File: config.mk
export PLATFORM = sky130hd
export DESIGN_NAME = decode_operand_stage_flat
export DESIGN_NICKNAME = d
export VERILOG_FILES = /design/src/rtl/decode_operand_stage_if.sv /design/src/rtl/decode_operand_stage.sv /design/src/flat_wrapper.sv
export SDC_FILE = /design/constraint.sdc
export NUM_CORES = 1
export LEC_CHECK = 0
export BUFFER_PORTS_ARGS = -buffer_cell sky130_fd_sc_hd__clkbuf_2
export CORE_MARGIN = 5
export CORE_UTILIZATION = 34
export DETAILED_ROUTE_END_ITERATION = 16
export PLACE_DENSITY = 0.61
export SKIP_CTS_REPAIR_TIMING = 1
export SLEW_MARGIN = 5
export SYNTH_ARGS = -nofsm -noshare
export SYNTH_HDL_FRONTEND = slang
export SYNTH_SLANG_ARGS = --single-unit
File: constraint.sdc
create_clock -name clock -period 3.1 [get_ports clock]
set_input_delay 0.31 -clock clock [delete_from_list [all_inputs] [get_ports clock]]
set_output_delay 0.31 -clock clock [all_outputs]
set_load 0.01 [all_outputs]
File: src/rtl/decode_operand_stage_if.sv
// Bus bundle between the decode stage and its neighbours: upstream
// instruction handshake, register-file read port, writeback snoop and the
// decoded bundle handed to execute.
interface decode_operand_stage_if #(
    parameter int XLEN = 32
);
    // Upstream instruction handshake
    logic            in_valid;
    logic            in_ready;
    logic [31:0]     instr_in;
    logic [XLEN-1:0] pc_in;

    // Register-file read port (addresses out, registered data back)
    logic [4:0]      rf_read_address_1;
    logic [4:0]      rf_read_address_2;
    logic [XLEN-1:0] rf_data_1;
    logic [XLEN-1:0] rf_data_2;

    // Copy of the register-file write port, used for same-edge bypass
    logic            wb_write_enable;
    logic [4:0]      wb_write_address;
    logic [XLEN-1:0] wb_write_data;

    // Decoded bundle towards execute
    logic            out_valid;
    logic            out_ready;
    logic [XLEN-1:0] out_pc;
    logic [6:0]      out_opcode;
    logic [4:0]      out_rd;
    logic [2:0]      out_funct3;
    logic [6:0]      out_funct7;
    logic [XLEN-1:0] out_imm;
    logic [XLEN-1:0] out_operand_1;
    logic [XLEN-1:0] out_operand_2;
    logic            out_writes_rd;
    logic            out_illegal;

    // Environment side: feeds instructions, register data and writebacks.
    modport master (
        output in_valid, instr_in, pc_in,
        output rf_data_1, rf_data_2,
        output wb_write_enable, wb_write_address, wb_write_data,
        output out_ready,
        input  in_ready, rf_read_address_1, rf_read_address_2,
        input  out_valid, out_pc, out_opcode, out_rd, out_funct3, out_funct7,
        input  out_imm, out_operand_1, out_operand_2, out_writes_rd, out_illegal
    );

    // Decode stage side.
    modport slave (
        input  in_valid, instr_in, pc_in,
        input  rf_data_1, rf_data_2,
        input  wb_write_enable, wb_write_address, wb_write_data,
        input  out_ready,
        output in_ready, rf_read_address_1, rf_read_address_2,
        output out_valid, out_pc, out_opcode, out_rd, out_funct3, out_funct7,
        output out_imm, out_operand_1, out_operand_2, out_writes_rd, out_illegal
    );
endinterface

File: src/rtl/decode_operand_stage.sv
// RV32I decode stage in front of a 32x32 register file with a one-cycle
// registered read. Source addresses are driven in the accept cycle so the
// register data arrives together with the decoded bundle; a writeback that
// lands on the same edge as the read is bypassed.
module decode_operand_stage #(
    parameter int XLEN      = 32,
    parameter bit BYPASS_EN = 1'b1
) (
    input logic                   clock,
    input logic                   reset,
    decode_operand_stage_if.slave bus
);

    typedef enum logic [6:0] {
        OPC_LOAD     = 7'b0000011,
        OPC_MISC_MEM = 7'b0001111,
        OPC_OP_IMM   = 7'b0010011,
        OPC_AUIPC    = 7'b0010111,
        OPC_STORE    = 7'b0100011,
        OPC_OP       = 7'b0110011,
        OPC_LUI      = 7'b0110111,
        OPC_BRANCH   = 7'b1100011,
        OPC_JALR     = 7'b1100111,
        OPC_JAL      = 7'b1101111,
        OPC_SYSTEM   = 7'b1110011
    } opcode_e;

    // Only the source-register fields of the held instruction are ever used;
    // both are zero in the reset NOP (addi x0,x0,0).
    logic [4:0]      held_rs1;
    logic [4:0]      held_rs2;
    logic            accept;

    logic            hit_1;
    logic            hit_2;
    logic            flag_1;
    logic            flag_2;
    logic [XLEN-1:0] byp_1;
    logic [XLEN-1:0] byp_2;

    logic [6:0]      dec_opcode;
    logic [4:0]      dec_rd;
    logic [31:0]     dec_imm;
    logic            dec_rd_class;
    logic            dec_writes_rd;
    logic            dec_illegal;

    assign bus.in_ready = !bus.out_valid || bus.out_ready;
    assign accept       = bus.in_valid && bus.in_ready;

    // The register file latches these on the accept edge, so its data is
    // valid exactly when out_valid rises; while stalled it keeps re-reading
    // the held sources and therefore tracks writes landing during the stall.
    assign bus.rf_read_address_1 = accept ? bus.instr_in[19:15] : held_rs1;
    assign bus.rf_read_address_2 = accept ? bus.instr_in[24:20] : held_rs2;

    // A write hitting a source on the read edge is invisible in the registered
    // read data, so it is captured here instead. x0 never bypasses.
    assign hit_1 = BYPASS_EN && bus.wb_write_enable && (bus.wb_write_address != 5'd0)
                   && (bus.wb_write_address == bus.rf_read_address_1);
    assign hit_2 = BYPASS_EN && bus.wb_write_enable && (bus.wb_write_address != 5'd0)
                   && (bus.wb_write_address == bus.rf_read_address_2);

    assign bus.out_operand_1 = flag_1 ? byp_1 : bus.rf_data_1;
    assign bus.out_operand_2 = flag_2 ? byp_2 : bus.rf_data_2;

    assign dec_opcode = bus.instr_in[6:0];
    assign dec_rd     = bus.instr_in[11:7];

    // Immediate extraction and classification of the incoming instruction.
    // Every listed opcode ends in 2'b11, so a bad low pair also lands in default.
    always_comb begin
        // NOTE: every output of a combinational block gets a default first so
        // no path leaves it unassigned, which would infer a latch.
        dec_imm      = '0;
        dec_rd_class = 1'b0;
        dec_illegal  = 1'b0;
        case (dec_opcode)
            OPC_LOAD, OPC_OP_IMM, OPC_JALR: begin
                dec_imm      = {{20{bus.instr_in[31]}}, bus.instr_in[31:20]};
                dec_rd_class = 1'b1;
            end
            OPC_SYSTEM: begin
                dec_imm = {{20{bus.instr_in[31]}}, bus.instr_in[31:20]};
            end
            OPC_STORE: begin
                dec_imm = {{20{bus.instr_in[31]}}, bus.instr_in[31:25], bus.instr_in[11:7]};
            end
            OPC_BRANCH: begin
                dec_imm = {{19{bus.instr_in[31]}}, bus.instr_in[31], bus.instr_in[7],
                           bus.instr_in[30:25], bus.instr_in[11:8], 1'b0};
            end
            OPC_LUI, OPC_AUIPC: begin
                dec_imm      = {bus.instr_in[31:12], 12'h000};
                dec_rd_class = 1'b1;
            end
            OPC_JAL: begin
                dec_imm      = {{11{bus.instr_in[31]}}, bus.instr_in[31], bus.instr_in[19:12],
                                bus.instr_in[20], bus.instr_in[30:21], 1'b0};
                dec_rd_class = 1'b1;
            end
            OPC_OP: begin
                dec_rd_class = 1'b1;
            end
            OPC_MISC_MEM: begin
                dec_imm = '0;
            end
            default: begin
                dec_illegal = 1'b1;
            end
        endcase
        dec_writes_rd = dec_rd_class && (dec_rd != 5'd0);
    end

    // Bundle register: load on accept, drop valid when consumed, else hold.
    always_ff @(posedge clock or negedge reset) begin
        // NOTE: the reset is asynchronous, so it sits in the sensitivity list
        // and takes effect (addresses back to x0) without waiting for a clock.
        if (!reset) begin
            held_rs1          <= 5'd0;
            held_rs2          <= 5'd0;
            bus.out_valid     <= 1'b0;
            bus.out_pc        <= '0;
            bus.out_opcode    <= '0;
            bus.out_rd        <= '0;
            bus.out_funct3    <= '0;
            bus.out_funct7    <= '0;
            bus.out_imm       <= '0;
            bus.out_writes_rd <= 1'b0;
            bus.out_illegal   <= 1'b0;
        end else if (accept) begin
            // NOTE: state registers use non-blocking assignment so every
            // register samples pre-edge values regardless of statement order.
            held_rs1          <= bus.instr_in[19:15];
            held_rs2          <= bus.instr_in[24:20];
            bus.out_valid     <= 1'b1;
            bus.out_pc        <= bus.pc_in;
            bus.out_opcode    <= dec_opcode;
            bus.out_rd        <= dec_rd;
            bus.out_funct3    <= bus.instr_in[14:12];
            bus.out_funct7    <= bus.instr_in[31:25];
            bus.out_imm       <= dec_imm;
            bus.out_writes_rd <= dec_writes_rd;
            bus.out_illegal   <= dec_illegal;
        end else if (bus.out_ready) begin
            bus.out_valid <= 1'b0;
        end
    end

    // Bypass capture, re-evaluated on every edge alongside the register read.
    always_ff @(posedge clock or negedge reset) begin
        if (!reset) begin
            flag_1 <= 1'b0;
            flag_2 <= 1'b0;
            byp_1  <= '0;
            byp_2  <= '0;
        end else begin
            flag_1 <= hit_1;
            flag_2 <= hit_2;
            if (hit_1) begin
                byp_1 <= bus.wb_write_data;
            end
            if (hit_2) begin
                byp_2 <= bus.wb_write_data;
            end
        end
    end

endmodule

File: src/flat_wrapper.sv
// flat-port wrapper written by rule: the top's interface ports become plain ports
module decode_operand_stage_flat 
#(
    parameter int XLEN      = 32,
    parameter bit BYPASS_EN = 1'b1
)
  (clock, reset, bus_in_valid, bus_instr_in, bus_pc_in, bus_rf_data_1, bus_rf_data_2, bus_wb_write_enable, bus_wb_write_address, bus_wb_write_data, bus_out_ready, bus_in_ready, bus_rf_read_address_1, bus_rf_read_address_2, bus_out_valid, bus_out_pc, bus_out_opcode, bus_out_rd, bus_out_funct3, bus_out_funct7, bus_out_imm, bus_out_operand_1, bus_out_operand_2, bus_out_writes_rd, bus_out_illegal);
  decode_operand_stage_if #(.XLEN(XLEN)) bus_i ();
  input logic clock;
  input logic reset;
  input wire logic [$bits(bus_i.in_valid)-1:0] bus_in_valid;
  input wire logic [$bits(bus_i.instr_in)-1:0] bus_instr_in;
  input wire logic [$bits(bus_i.pc_in)-1:0] bus_pc_in;
  input wire logic [$bits(bus_i.rf_data_1)-1:0] bus_rf_data_1;
  input wire logic [$bits(bus_i.rf_data_2)-1:0] bus_rf_data_2;
  input wire logic [$bits(bus_i.wb_write_enable)-1:0] bus_wb_write_enable;
  input wire logic [$bits(bus_i.wb_write_address)-1:0] bus_wb_write_address;
  input wire logic [$bits(bus_i.wb_write_data)-1:0] bus_wb_write_data;
  input wire logic [$bits(bus_i.out_ready)-1:0] bus_out_ready;
  output wire logic [$bits(bus_i.in_ready)-1:0] bus_in_ready;
  output wire logic [$bits(bus_i.rf_read_address_1)-1:0] bus_rf_read_address_1;
  output wire logic [$bits(bus_i.rf_read_address_2)-1:0] bus_rf_read_address_2;
  output wire logic [$bits(bus_i.out_valid)-1:0] bus_out_valid;
  output wire logic [$bits(bus_i.out_pc)-1:0] bus_out_pc;
  output wire logic [$bits(bus_i.out_opcode)-1:0] bus_out_opcode;
  output wire logic [$bits(bus_i.out_rd)-1:0] bus_out_rd;
  output wire logic [$bits(bus_i.out_funct3)-1:0] bus_out_funct3;
  output wire logic [$bits(bus_i.out_funct7)-1:0] bus_out_funct7;
  output wire logic [$bits(bus_i.out_imm)-1:0] bus_out_imm;
  output wire logic [$bits(bus_i.out_operand_1)-1:0] bus_out_operand_1;
  output wire logic [$bits(bus_i.out_operand_2)-1:0] bus_out_operand_2;
  output wire logic [$bits(bus_i.out_writes_rd)-1:0] bus_out_writes_rd;
  output wire logic [$bits(bus_i.out_illegal)-1:0] bus_out_illegal;
  assign bus_i.in_valid = bus_in_valid;
  assign bus_i.instr_in = bus_instr_in;
  assign bus_i.pc_in = bus_pc_in;
  assign bus_i.rf_data_1 = bus_rf_data_1;
  assign bus_i.rf_data_2 = bus_rf_data_2;
  assign bus_i.wb_write_enable = bus_wb_write_enable;
  assign bus_i.wb_write_address = bus_wb_write_address;
  assign bus_i.wb_write_data = bus_wb_write_data;
  assign bus_i.out_ready = bus_out_ready;
  assign bus_in_ready = bus_i.in_ready;
  assign bus_rf_read_address_1 = bus_i.rf_read_address_1;
  assign bus_rf_read_address_2 = bus_i.rf_read_address_2;
  assign bus_out_valid = bus_i.out_valid;
  assign bus_out_pc = bus_i.out_pc;
  assign bus_out_opcode = bus_i.out_opcode;
  assign bus_out_rd = bus_i.out_rd;
  assign bus_out_funct3 = bus_i.out_funct3;
  assign bus_out_funct7 = bus_i.out_funct7;
  assign bus_out_imm = bus_i.out_imm;
  assign bus_out_operand_1 = bus_i.out_operand_1;
  assign bus_out_operand_2 = bus_i.out_operand_2;
  assign bus_out_writes_rd = bus_i.out_writes_rd;
  assign bus_out_illegal = bus_i.out_illegal;
  decode_operand_stage #(.XLEN(XLEN), .BYPASS_EN(BYPASS_EN)) u_core (.clock(clock), .reset(reset), .bus(bus_i));
endmodule
==> results of run 1 <==
==> routing by layer <==
metal | part of all wire [%] | wire, um
met3 | 9.1 | 2080
met4 | 1.2 | 271
met1 | 42 | 9520
met2 | 48 | 10900
met5 | 0 | 0
==> Yosys cell counts (all sizes together) (3+ instances only) <==
cell    count
nor3        6
a22o        6
dfrtp     165
buf        16
xor2        8
nand2b      9
a22oi       4
a21oi      26
or4         3
mux2      145
clkbuf     27
o21ai      34
nand2     182
xnor2       7
nor2       13
==> power by group <==
part / switching, mW / internal [mW] / total, mW
clock: 0.884 / 1.25 / 2.14
combinational: 0.587 / 0.764 / 1.35
sequential: 0.316 / 2.69 / 3.01
==> cell families after synthesis <==
logic type,share of synthesized area (%)
AO/OA/AOI/OAI,6.11
XOR/XNOR,1.73
buffers and inverters,2.63
flip-flops,54.2
multiplexers,22.9
AND/OR/NAND/NOR,12.4
==> through the flow <==
step	worst slack, ps	util [%]	hold slack [ps]	instance area, um2	total power [mW]
6_report	428	46.3	74.3	10200	6.49
3_5_place_dp	421	43.6	319	9570	4.41
3_3_place_gp	466	43.6	316	9570	4.37
2_1_floorplan	794	-	14.4	7610	3.80
5_1_grt	272	46.3	50.6	10200	6.87
4_1_cts	374	46.3	-141	10200	6.60
==> area by class of cell <==
class / instances / area (um2) / area share [%]
inverters: 1 / 3.75 / 0.0369
clock buffers: 21 / 470 / 4.62
repair buffers: 348 / 1810 / 17.8
multi-input cells: 463 / 3290 / 32.3
flip-flops and latches: 165 / 4130 / 40.6
clock inverters: 10 / 121 / 1.19
well taps: 280 / 350 / 3.44
==> cell usage in the layout, fill, tap and decap left out, types with 2 or more instances in the layout <==
cell type / instances
mux2_1: 5
xnor2_1: 7
mux2_4: 30
a22o_1: 6
nand2b_1: 8
clkbuf_2: 332
mux2_2: 110
nand2_1: 181
clkinvlp_4: 4
a31oi_1: 2
buf_12: 2
o21ai_0: 33
a22oi_1: 4
clkbuf_8: 3
nor3b_1: 2
bufinv_16: 2
a21oi_1: 26
xor2_1: 8
buf_4: 12
nor3_1: 6
or4_1: 2
nor2_1: 13
clkbuf_16: 17
inv_6: 2
dfrtp_1: 165
==> state kept, by name, summed over array words and instances, names as in the netlist, 3 cells and up <==
name,count
u_core.bus.out_imm,32
u_core.byp_2,32
u_core.bus.out_funct3,3
u_core.bus.out_funct7,7
u_core.bus.out_opcode,7
u_core.held_rs1,5
u_core.byp_1,32
u_core.bus.out_rd,5
u_core.bus.out_pc,32
u_core.held_rs2,5
==> worst max path at each step <==
stage                    startpoint                        to  slack [ps]  cells after the start
4_1_cts        u_core.bus.out_valid  bus_rf_read_address_2[0]         370                      5
6_report       u_core.bus.out_valid  bus_rf_read_address_2[0]         430                      5
5_1_grt        u_core.bus.out_valid  bus_rf_read_address_2[0]         270                      5
3_5_place_dp          bus_out_ready          u_core.byp_1[28]         420                      8
2_1_floorplan  u_core.bus.out_valid          u_core.byp_2[12]         790                      7
3_3_place_gp          bus_out_ready          u_core.byp_1[22]         470                      8
==> worst min-delay path: stages <==
cell and delay [ps]:
clkbuf_2 70, nand2_1 40, nand2_1 40
==> summary.txt, run 1 <==
Global routing
  – Vias in the first global route: between 6k and 7k
  – Gr busiest metal: met2
  – Met2 Track Usage GR: between 20 and 30%
  – Initial antenna violation count: 0
  – Gr usage total: 17.8%
  – GR Layer Usage met1: roughly 22%
  – Met3 global-route usage: under 10%
  – Largest net degree at the start of global routing: 89
  – GRT overflow: 0
  – First-pass GRT wire length: ~36 mm

Job
  – Max Cap Viol: 0

STA
  – Setup violators final: 0
  – Worst slew pin tran: 898 ps
  – Total negative slack: 0 ps
  – Setup repair after global routing missed its margin: no
  – Slew Viols, Final: 0
  – Clock skew: 9.11 ps
  – Slew HR: between 30% and 40%
  – Achievable Freq: 0.374 GHz
  – Fin crit share: 86.2%
  – Final min period: 2670 ps
  – Endpoints failing hold: 0

Yosys
  – Synth top area share: 54.2%
  – Ranking of synthesized cells by area: dfrtp_1, mux2_2, nand2_1
  – Ys async rst share: 100%
  – Synth Warn #: 0
  – Sequential fraction of the synthesis area: 54.2%
  – FF+latch count, synth: 165
  – Netlist area before placement: 7610 um2
  – Gate Count Post-Synth: 672
  – Synth Flop Type: dfrtp_1
  – Synth unique cells: 41
  – Syn avg cell area: 11.3 um2
  – EDFF count, synth: 0
  – Dominant cell type by area after synthesis: dfrtp_1
  – Syn nets: 842

Power and ir drop
  – PD cells: ~640 nW/um2
  – Leak: approximately 5.3 nW
  – Max IR drop VDD: 0.000313 V

Setup path
  – Crit path buffers/inverters: 2
  – Slowest CP cell: buf_4
  – Worst Setup End Kind: primary output
  – CP max stage delay: 690 ps
  – Worst path cell trace: nand2b_4, nand2_4, buf_4, mux2_2, clkbuf_2
  – Cell family with most CP delay: buffers and inverters
  – Worst EP required: 2790 ps
  – R2R cell count: 7
  – Arr. time, crit path: 2360 ps
  – Crit-path max FO: 88
  – Crit start category: register
  – FF-to-FF End: u_core.byp_1[28]
  – Crit Path Class: reg -> out
  – RR Startpoint: u_core.bus.out_valid
  – Worst reg2reg setup slack: between 500 and 600 ps

Route
  – Pre-antenna DRT Iters: 4
  – Vias per inst: between 4 and 5
  – DRT iter0 DRCs: 210
  – Drt wl/cell: about 18 um
  – DRC violations left: 0
  – Final WL: around 23 mm
  – Post-route ant nets: 0
  – Via count: 6149

Worst hold path
  – Hold Path Cell Cnt: 3
  – Worst min-delay path startpoint: bus_pc_in[16]
  – Worst min path class: in -> reg
  – Worst Hold Endpoint: u_core.bus.out_pc[16]

Place
  – Gpl congestion: 0.794
  – IO buf count: 333
  – Placed Cells: 1256
  – Hpwl dp: 17.3 mm

Finish
  – Share of layout cells above drive strength 1: about half
  – N_diodes: 0
  – Area delta synth->final: 33.6%
  – Final Non-Filler Cells: 1288
  – Nets@finish: 1166
  – Fill cells: 2095

Floorplanning
  – Die width: 160 um
  – Cell row count: 54
  – Die Y: 160 um
  – DIE AREA: 25500 um2
  – Core area: 22000 um2
  – Starting Density: 34.7%
  – Io pins: around 330

Clock network
  – H-tree levels: 4
  – Total CTS buffers: 17
  – CTS tree: done
  – Worst-Skew Late Latency: 420 ps
  – Clock buffer depth: 2
  – Clock tree sinks: 165
  – Clk pin slew, worst setup/hold paths: 70 ps
  – Root Driver: clkbuf_16

Status
  – Outcome: finished, final reports clean
(Power assumes the default switching activity.)
==> run 2: changes to the inputs <==
--- a/config.mk
+++ b/config.mk
@@ -6,6 +6,7 @@
 export NUM_CORES = 1
 export LEC_CHECK = 0
 export BUFFER_PORTS_ARGS = -buffer_cell sky130_fd_sc_hd__clkbuf_2
+export CORE_ASPECT_RATIO = 1.2
 export CORE_MARGIN = 5
 export CORE_UTILIZATION = 34
 export DETAILED_ROUTE_END_ITERATION = 16
@@ -15,3 +16,4 @@
 export SYNTH_ARGS = -nofsm -noshare
 export SYNTH_HDL_FRONTEND = slang
 export SYNTH_SLANG_ARGS = --single-unit
+export TNS_END_PERCENT = 100
==> summary.txt, run 2 (synthesized netlist as in run 1, its figures left out) <==
Status
  – Outcome: finished, final reports clean

Clock network
  – Worst-Skew Late Latency: 410 ps (about the same)
  – Clk pin slew, worst setup/hold paths: 70 ps (about the same)
  – Clock buffer depth: 2 (unchanged)
  – Clock tree sinks: 165 (unchanged)
  – H-tree levels: 4 (unchanged)
  – Root Driver: clkbuf_16
  – Total CTS buffers: 17 (unchanged)
  – CTS tree: done

STA
  – Clock skew: 9.76 ps (+0.652 ps)
  – Setup violators final: 0 (unchanged)
  – Endpoints failing hold: 0 (unchanged)
  – Total negative slack: 0 ps (unchanged)
  – Min Hold Slack: 82.7 ps (+8.47 ps)
  – Final Worst Setup Slack: 546 ps (+119 ps)
  – Slew HR: 43.4% (+4.2 points)
  – Slew Viols, Final: 0 (unchanged)
  – Achievable Freq: 0.392 GHz (+4.6%)
  – Worst slew pin tran: 837 ps (-61.5 ps)
  – Fin crit share: 82.4% (-3.8 points)
  – Final min period: 2550 ps (-119 ps)
  – Setup repair after global routing missed its margin: no

Floorplanning
  – Cell row count: 60 (+11%)
  – Die Y: 174 um (+8.9%)
  – Die width: 147 um (-8.2%)
  – Io pins: 334 (unchanged)
  – Core area: 22200 um2 (+1.2%)
  – DIE AREA: 25500 um2 (about the same)
  – Starting Density: 34.3% (-0.41 points)

Finish
  – Share of layout cells above drive strength 1: 52.0% (unchanged)
  – Design area: 10200 um2 (+0.18%)
  – Final core utilization: 45.9% (-0.46 points)
  – Fill cells: 2103 (+0.38%)
  – Commonest non-fill, non-tap cell in the layout: clkbuf_2
  – Final Non-Filler Cells: 1287 (-0.078%)
  – Nets@finish: 1167 (+0.086%)
  – Area delta synth->final: 33.9%
  – N_diodes: 0 (unchanged)
  – Multi-input logic area: 3290 um2 (unchanged)
  – Flip-flop and latch area: 4130 um2 (unchanged)
  – Most frequent cells in the layout: clkbuf_2, nand2_1, dfrtp_1

Place
  – Gpl congestion: 0.825 (+3.9%)
  – Hpwl dp: 17.0 mm (-2.1%)
  – Place WS: 489 ps (+67.4 ps)
  – IO buf count: 333 (unchanged)
  – Post-DP Area: 9580 um2 (about the same)
  – Placed Cells: 1256 (unchanged)

Global routing
  – Largest net degree at the start of global routing: 79 (-11%)
  – Vias in the first global route: 6363 (-0.24%)
  – Gr usage total: 17.1% (-0.71 points)
  – Initial antenna violation count: 0 (unchanged)
  – GRT overflow: 0 (unchanged)
  – First-pass GRT wire length: 35.2 mm (-3.1%)

Setup path
  – CP max stage delay: 670 ps (-20 ps)
  – Worst Setup End Kind: register
  – Worst path cell trace: nand2b_4, nand2_4, mux2_4, xor2_1, or4_2, buf_12, mux2_4
  – Crit Path Class: reg -> reg
  – Crit-path max FO: 32 (-64%)
  – Cell mode on critical path: mux2_4
  – Crit start category: register
  – Slowest CP cell: or4_2
  – Worst EP required: 3390 ps (+600 ps)
  – Arr. time, crit path: 2850 ps (+490 ps)

Route
  – Via count: 6060 (-1.4%)
  – Final WL: 22.1 mm (-3.0%)
  – DRC violations left: 0 (unchanged)
  – Post-route ant nets: 0 (unchanged)
  – Drt wl/cell: 17.2 um (-2.9%)
  – DRT iter0 DRCs: 145 (-31%)
  – Vias per inst: 4.71 (-1.4%)
  – Pre-antenna DRT Iters: 4 (unchanged)

Power and ir drop
  – Leak: 5.31 nW (+0.32%)
  – PD cells: 641 nW/um2 (+0.46%)
  – Max IR drop VDD: 0.000354 V (+13%)
  – Design Power: 6.54 mW (+0.65%)

Worst hold path
  – Worst min path class: in -> reg

Job
  – Max Cap Viol: 0 (unchanged)
## run 2: cell types whose count changed in the layout (fill, tap and decap cells not counted)
cell,change
clkbuf_8,-1
bufinv_16,+1
buf_4,+1
inv_6,+1
clkinvlp_4,-1
clkinv_2,-1
## run 2: worst max-delay path: cells and delay by family (launching register included)
kind                   cells  cell delay [ps]
flip-flops                 1              400
AND/OR/NAND/NOR            3              970
multiplexers               2              670
buffers and inverters      1              230
XOR/XNOR                   1              140
## run 2: where the power goes
group,internal [mW],total [mW],switching [mW]
Sequential,2.69,3.01,0.316
Combinational,0.763,1.34,0.577
Clock,1.31,2.19,0.877
Total,4.77,6.54,1.77
## run 2: final timing paths
check | startpoint | endpoint | slack (ps) | depth (start not counted)
worst max-delay path | u_core.bus.out_valid | u_core.byp_1[29] | 550 | 7
worst min-delay path | bus_pc_in[10] | u_core.bus.out_pc[10] | 80 | 3
worst max register to register | u_core.bus.out_valid | u_core.byp_1[29] | 550 | 7
worst min register to register | u_core.bus.out_pc[25] | u_core.bus.out_pc[25] | 470 | 2
max in group asynchronous | reset | u_core.bus.out_funct3[0] | 1810 | 3
min in group asynchronous | reset | u_core.byp_1[9] | 460 | 2
## run 2: area by class of cell
class / instances / share of cell area (%)
Sequential cell: 165 / 40.5
Clock buffer: 20 / 4.48
Tap cell: 279 / 3.42
Timing Repair Buffer: 349 / 17.9
Multi-Input combinational cell: 463 / 32.2
Inverter: 1 / 0.0368
Clock inverter: 10 / 1.45
## run 2: metal layers
layer	routed length [um]	global-route usage [%]
met1	9350	21.4
met2	10600	28.3
met3	1780	6.10
met4	311	4.27
met5	0	0
==> run 3: changes to the inputs <==
--- a/config.mk
+++ b/config.mk
@@ -10,7 +10,7 @@
 export CORE_MARGIN = 5
 export CORE_UTILIZATION = 34
 export DETAILED_ROUTE_END_ITERATION = 16
-export PLACE_DENSITY = 0.61
+export PLACE_DENSITY = 0.63
 export SKIP_CTS_REPAIR_TIMING = 1
 export SLEW_MARGIN = 5
 export SYNTH_ARGS = -nofsm -noshare
==> constraint.sdc (replaced) <==
create_clock -name clock -period 2.1 [get_ports clock]
set_input_delay 0.21 -clock clock [delete_from_list [all_inputs] [get_ports clock]]
set_output_delay 0.21 -clock clock [all_outputs]
set_load 0.01 [all_outputs]
==> summary.txt, run 3 (synthesized netlist as in run 1, its figures left out) <==
STA
  – Final min period: 2330 ps (-228 ps)
  – Setup violators final: 67 (+67)
  – Clock skew: 7.17 ps (-2.59 ps)
  – Total negative slack: -12460 ps (-12460 ps)
  – Achievable Freq: 0.430 GHz (+9.8%)
  – Worst slew pin tran: 583 ps (-254 ps)
  – Slew Viols, Final: 0 (unchanged)
  – Endpoints failing hold: 2 (+2)
  – Final Worst Setup Slack: -225 ps (-772 ps)
  – Setup repair after global routing missed its margin: yes
  – Slew HR: 61.1% (+18 points)
  – Fin crit share: 111% (+28 points)
  – Min Hold Slack: -18.3 ps (-101 ps)

Place
  – Post-DP Area: 9820 um2 (+2.5%)
  – Placed Cells: 1275 (+1.5%)
  – IO buf count: 333 (unchanged)
  – Hpwl dp: 17.0 mm (about the same)
  – Place WS: -224 ps (-712 ps)
  – Gpl congestion: 0.835 (+1.2%)

Route
  – Post-route ant nets: 0 (unchanged)
  – Vias per inst: 4.77 (+1.2%)
  – Pre-antenna DRT Iters: 4 (unchanged)
  – Drt wl/cell: 17.7 um (+3.1%)
  – DRT iter0 DRCs: 191 (+32%)
  – Via count: 6415 (+5.9%)
  – Final WL: 23.8 mm (+7.9%)
  – DRC violations left: 0 (unchanged)

Finish
  – Share of layout cells above drive strength 1: 53.1% (+1.2 points)
  – Most frequent cells in the layout: clkbuf_2, nand2_1, dfrtp_1
  – Fill cells: 2067 (-1.7%)
  – Multi-input logic area: 3420 um2 (+4.0%)
  – Final Non-Filler Cells: 1346 (+4.6%)
  – Commonest non-fill, non-tap cell in the layout: clkbuf_2
  – Area delta synth->final: 44.8%
  – N_diodes: 0 (unchanged)
  – Flip-flop and latch area: 4130 um2 (unchanged)
  – Nets@finish: 1224 (+4.9%)
  – Design area: 11000 um2 (+8.2%)

Global routing
  – GRT overflow: 0 (unchanged)
  – Initial antenna violation count: 0 (unchanged)
  – First-pass GRT wire length: 36.0 mm (+2.0%)
  – Gr usage total: 17.5% (+0.39 points)
  – Vias in the first global route: 6600 (+3.7%)
  – Largest net degree at the start of global routing: 95 (+20%)

Setup path
  – R2R cell count: 8 (+1)
  – Crit start category: register
  – Crit Path Class: reg -> reg
  – Crit-path max FO: 17 (-47%)
  – Arr. time, crit path: 2620 ps (-230 ps)
  – Worst EP required: 2400 ps (-990 ps)
  – Worst Setup End Kind: register

Power and ir drop
  – Max IR drop VDD: 0.000561 V (+59%)
  – Switching Fraction: 27.5% (+0.43 points)
  – Sequential power share: 43.9% (-2.1 points)
  – Leak: 5.73 nW (+7.8%)
  – Clock power frac: 33.9% (+0.4 points)
  – Psw: 2.80 mW (+58%)
  – PD cells: 925 nW/um2 (+44%)
  – Combinational share of power: 22.2% (+1.7 points)
  – Pint: 7.39 mW (+55%)

Job
  – Max Cap Viol: 0 (unchanged)

Status
  – Failing checks: hold timing, setup timing
  – Outcome: finished with violations

Worst hold path
  – Hold Path Cell Cnt: 3 (unchanged)
  – Worst min path class: in -> reg

Floorplanning
  – Io pins: 334 (unchanged)
  – Die width: 147 um (unchanged)
  – DIE AREA: 25500 um2 (unchanged)
  – Starting Density: 34.3% (unchanged)
  – Die Y: 174 um (unchanged)
  – Core area: 22200 um2 (unchanged)
  – Cell row count: 60 (unchanged)

Clock network
  – Total CTS buffers: 17 (unchanged)
  – Clock buffer depth: 2 (unchanged)
  – Clk pin slew, worst setup/hold paths: 70 ps (about the same)
  – Clock tree sinks: 165 (unchanged)
  – Worst-Skew Late Latency: 420 ps (about the same)
  – CTS tree: done
  – Root Driver: clkbuf_16
  – H-tree levels: 4 (unchanged)
[run 3: cell count changes in the layout (fill, tap and decap cells not counted), sizes merged]
cell / delta
buf: +28
dlygate4sd3: +25
inv: +3
clkbuf: +2
clkinv: +2
clkinvlp: -2
bufinv: +1
[run 3: power groups by stage]
stage | registers [mW] | clock network [mW] | logic (mW)
detailed placement | 4.50 | 0 | 2.09
global placement | 4.49 | 0 | 2.02
floorplan | 4.38 | 0 | 1.26
global route | 4.56 | 3.68 | 2.47
finish | 4.48 | 3.45 | 2.26
CTS | 4.46 | 3.55 | 2.09
[run 3: area by class of cell]
type | count | area share [%]
clock buffers | 18 | 3.98
clock inverters | 14 | 1.92
inverters | 1 | 0.0341
multi-input cells | 463 | 31.0
flip-flops and latches | 165 | 37.5
well taps | 279 | 3.17
repair buffers | 406 | 22.5
[run 3: stage by stage]
stage | power (mW) | util [%]
5_1_grt | 10.7 | 49.6
2_1_floorplan | 5.64 | -
6_report | 10.2 | 49.6
3_3_place_gp | 6.51 | 44.2
3_5_place_dp | 6.59 | 44.2
4_1_cts | 10.1 | 47.1
[run 3: final timing paths]
kind | endpoint | slack [ps] | startpoint
max | u_core.byp_1[28] | -230 | u_core.bus.out_valid
min | u_core.bus.out_pc[12] | -20 | bus_pc_in[12]
max reg2reg | u_core.byp_1[28] | -230 | u_core.bus.out_valid
min reg2reg | u_core.bus.out_funct3[1] | 480 | u_core.bus.out_funct3[1]
max in group asynchronous | u_core.bus.out_pc[26] | 1140 | reset
min in group asynchronous | u_core.byp_1[3] | 330 | reset
[run 3: routing by layer]
layer / share of wire, % / track usage (%) / up-vias
met5: 0 / 0 / -
met4: 0.89 / 3.92 / 0
met3: 8.4 / 6.10 / 13
met2: 50 / 29.5 / 265
met1: 41 / 21.7 / 3084
li1: - / - / 3053
[run 3: critical path: stages, from the launching register on]
cell and delay (ps):
dfrtp_1 410, nand2b_4 120, nand2_8 70, buf_4 150, mux2_4 300, xor2_1 140, or4_4 500, buf_12 200
mux2_4 300
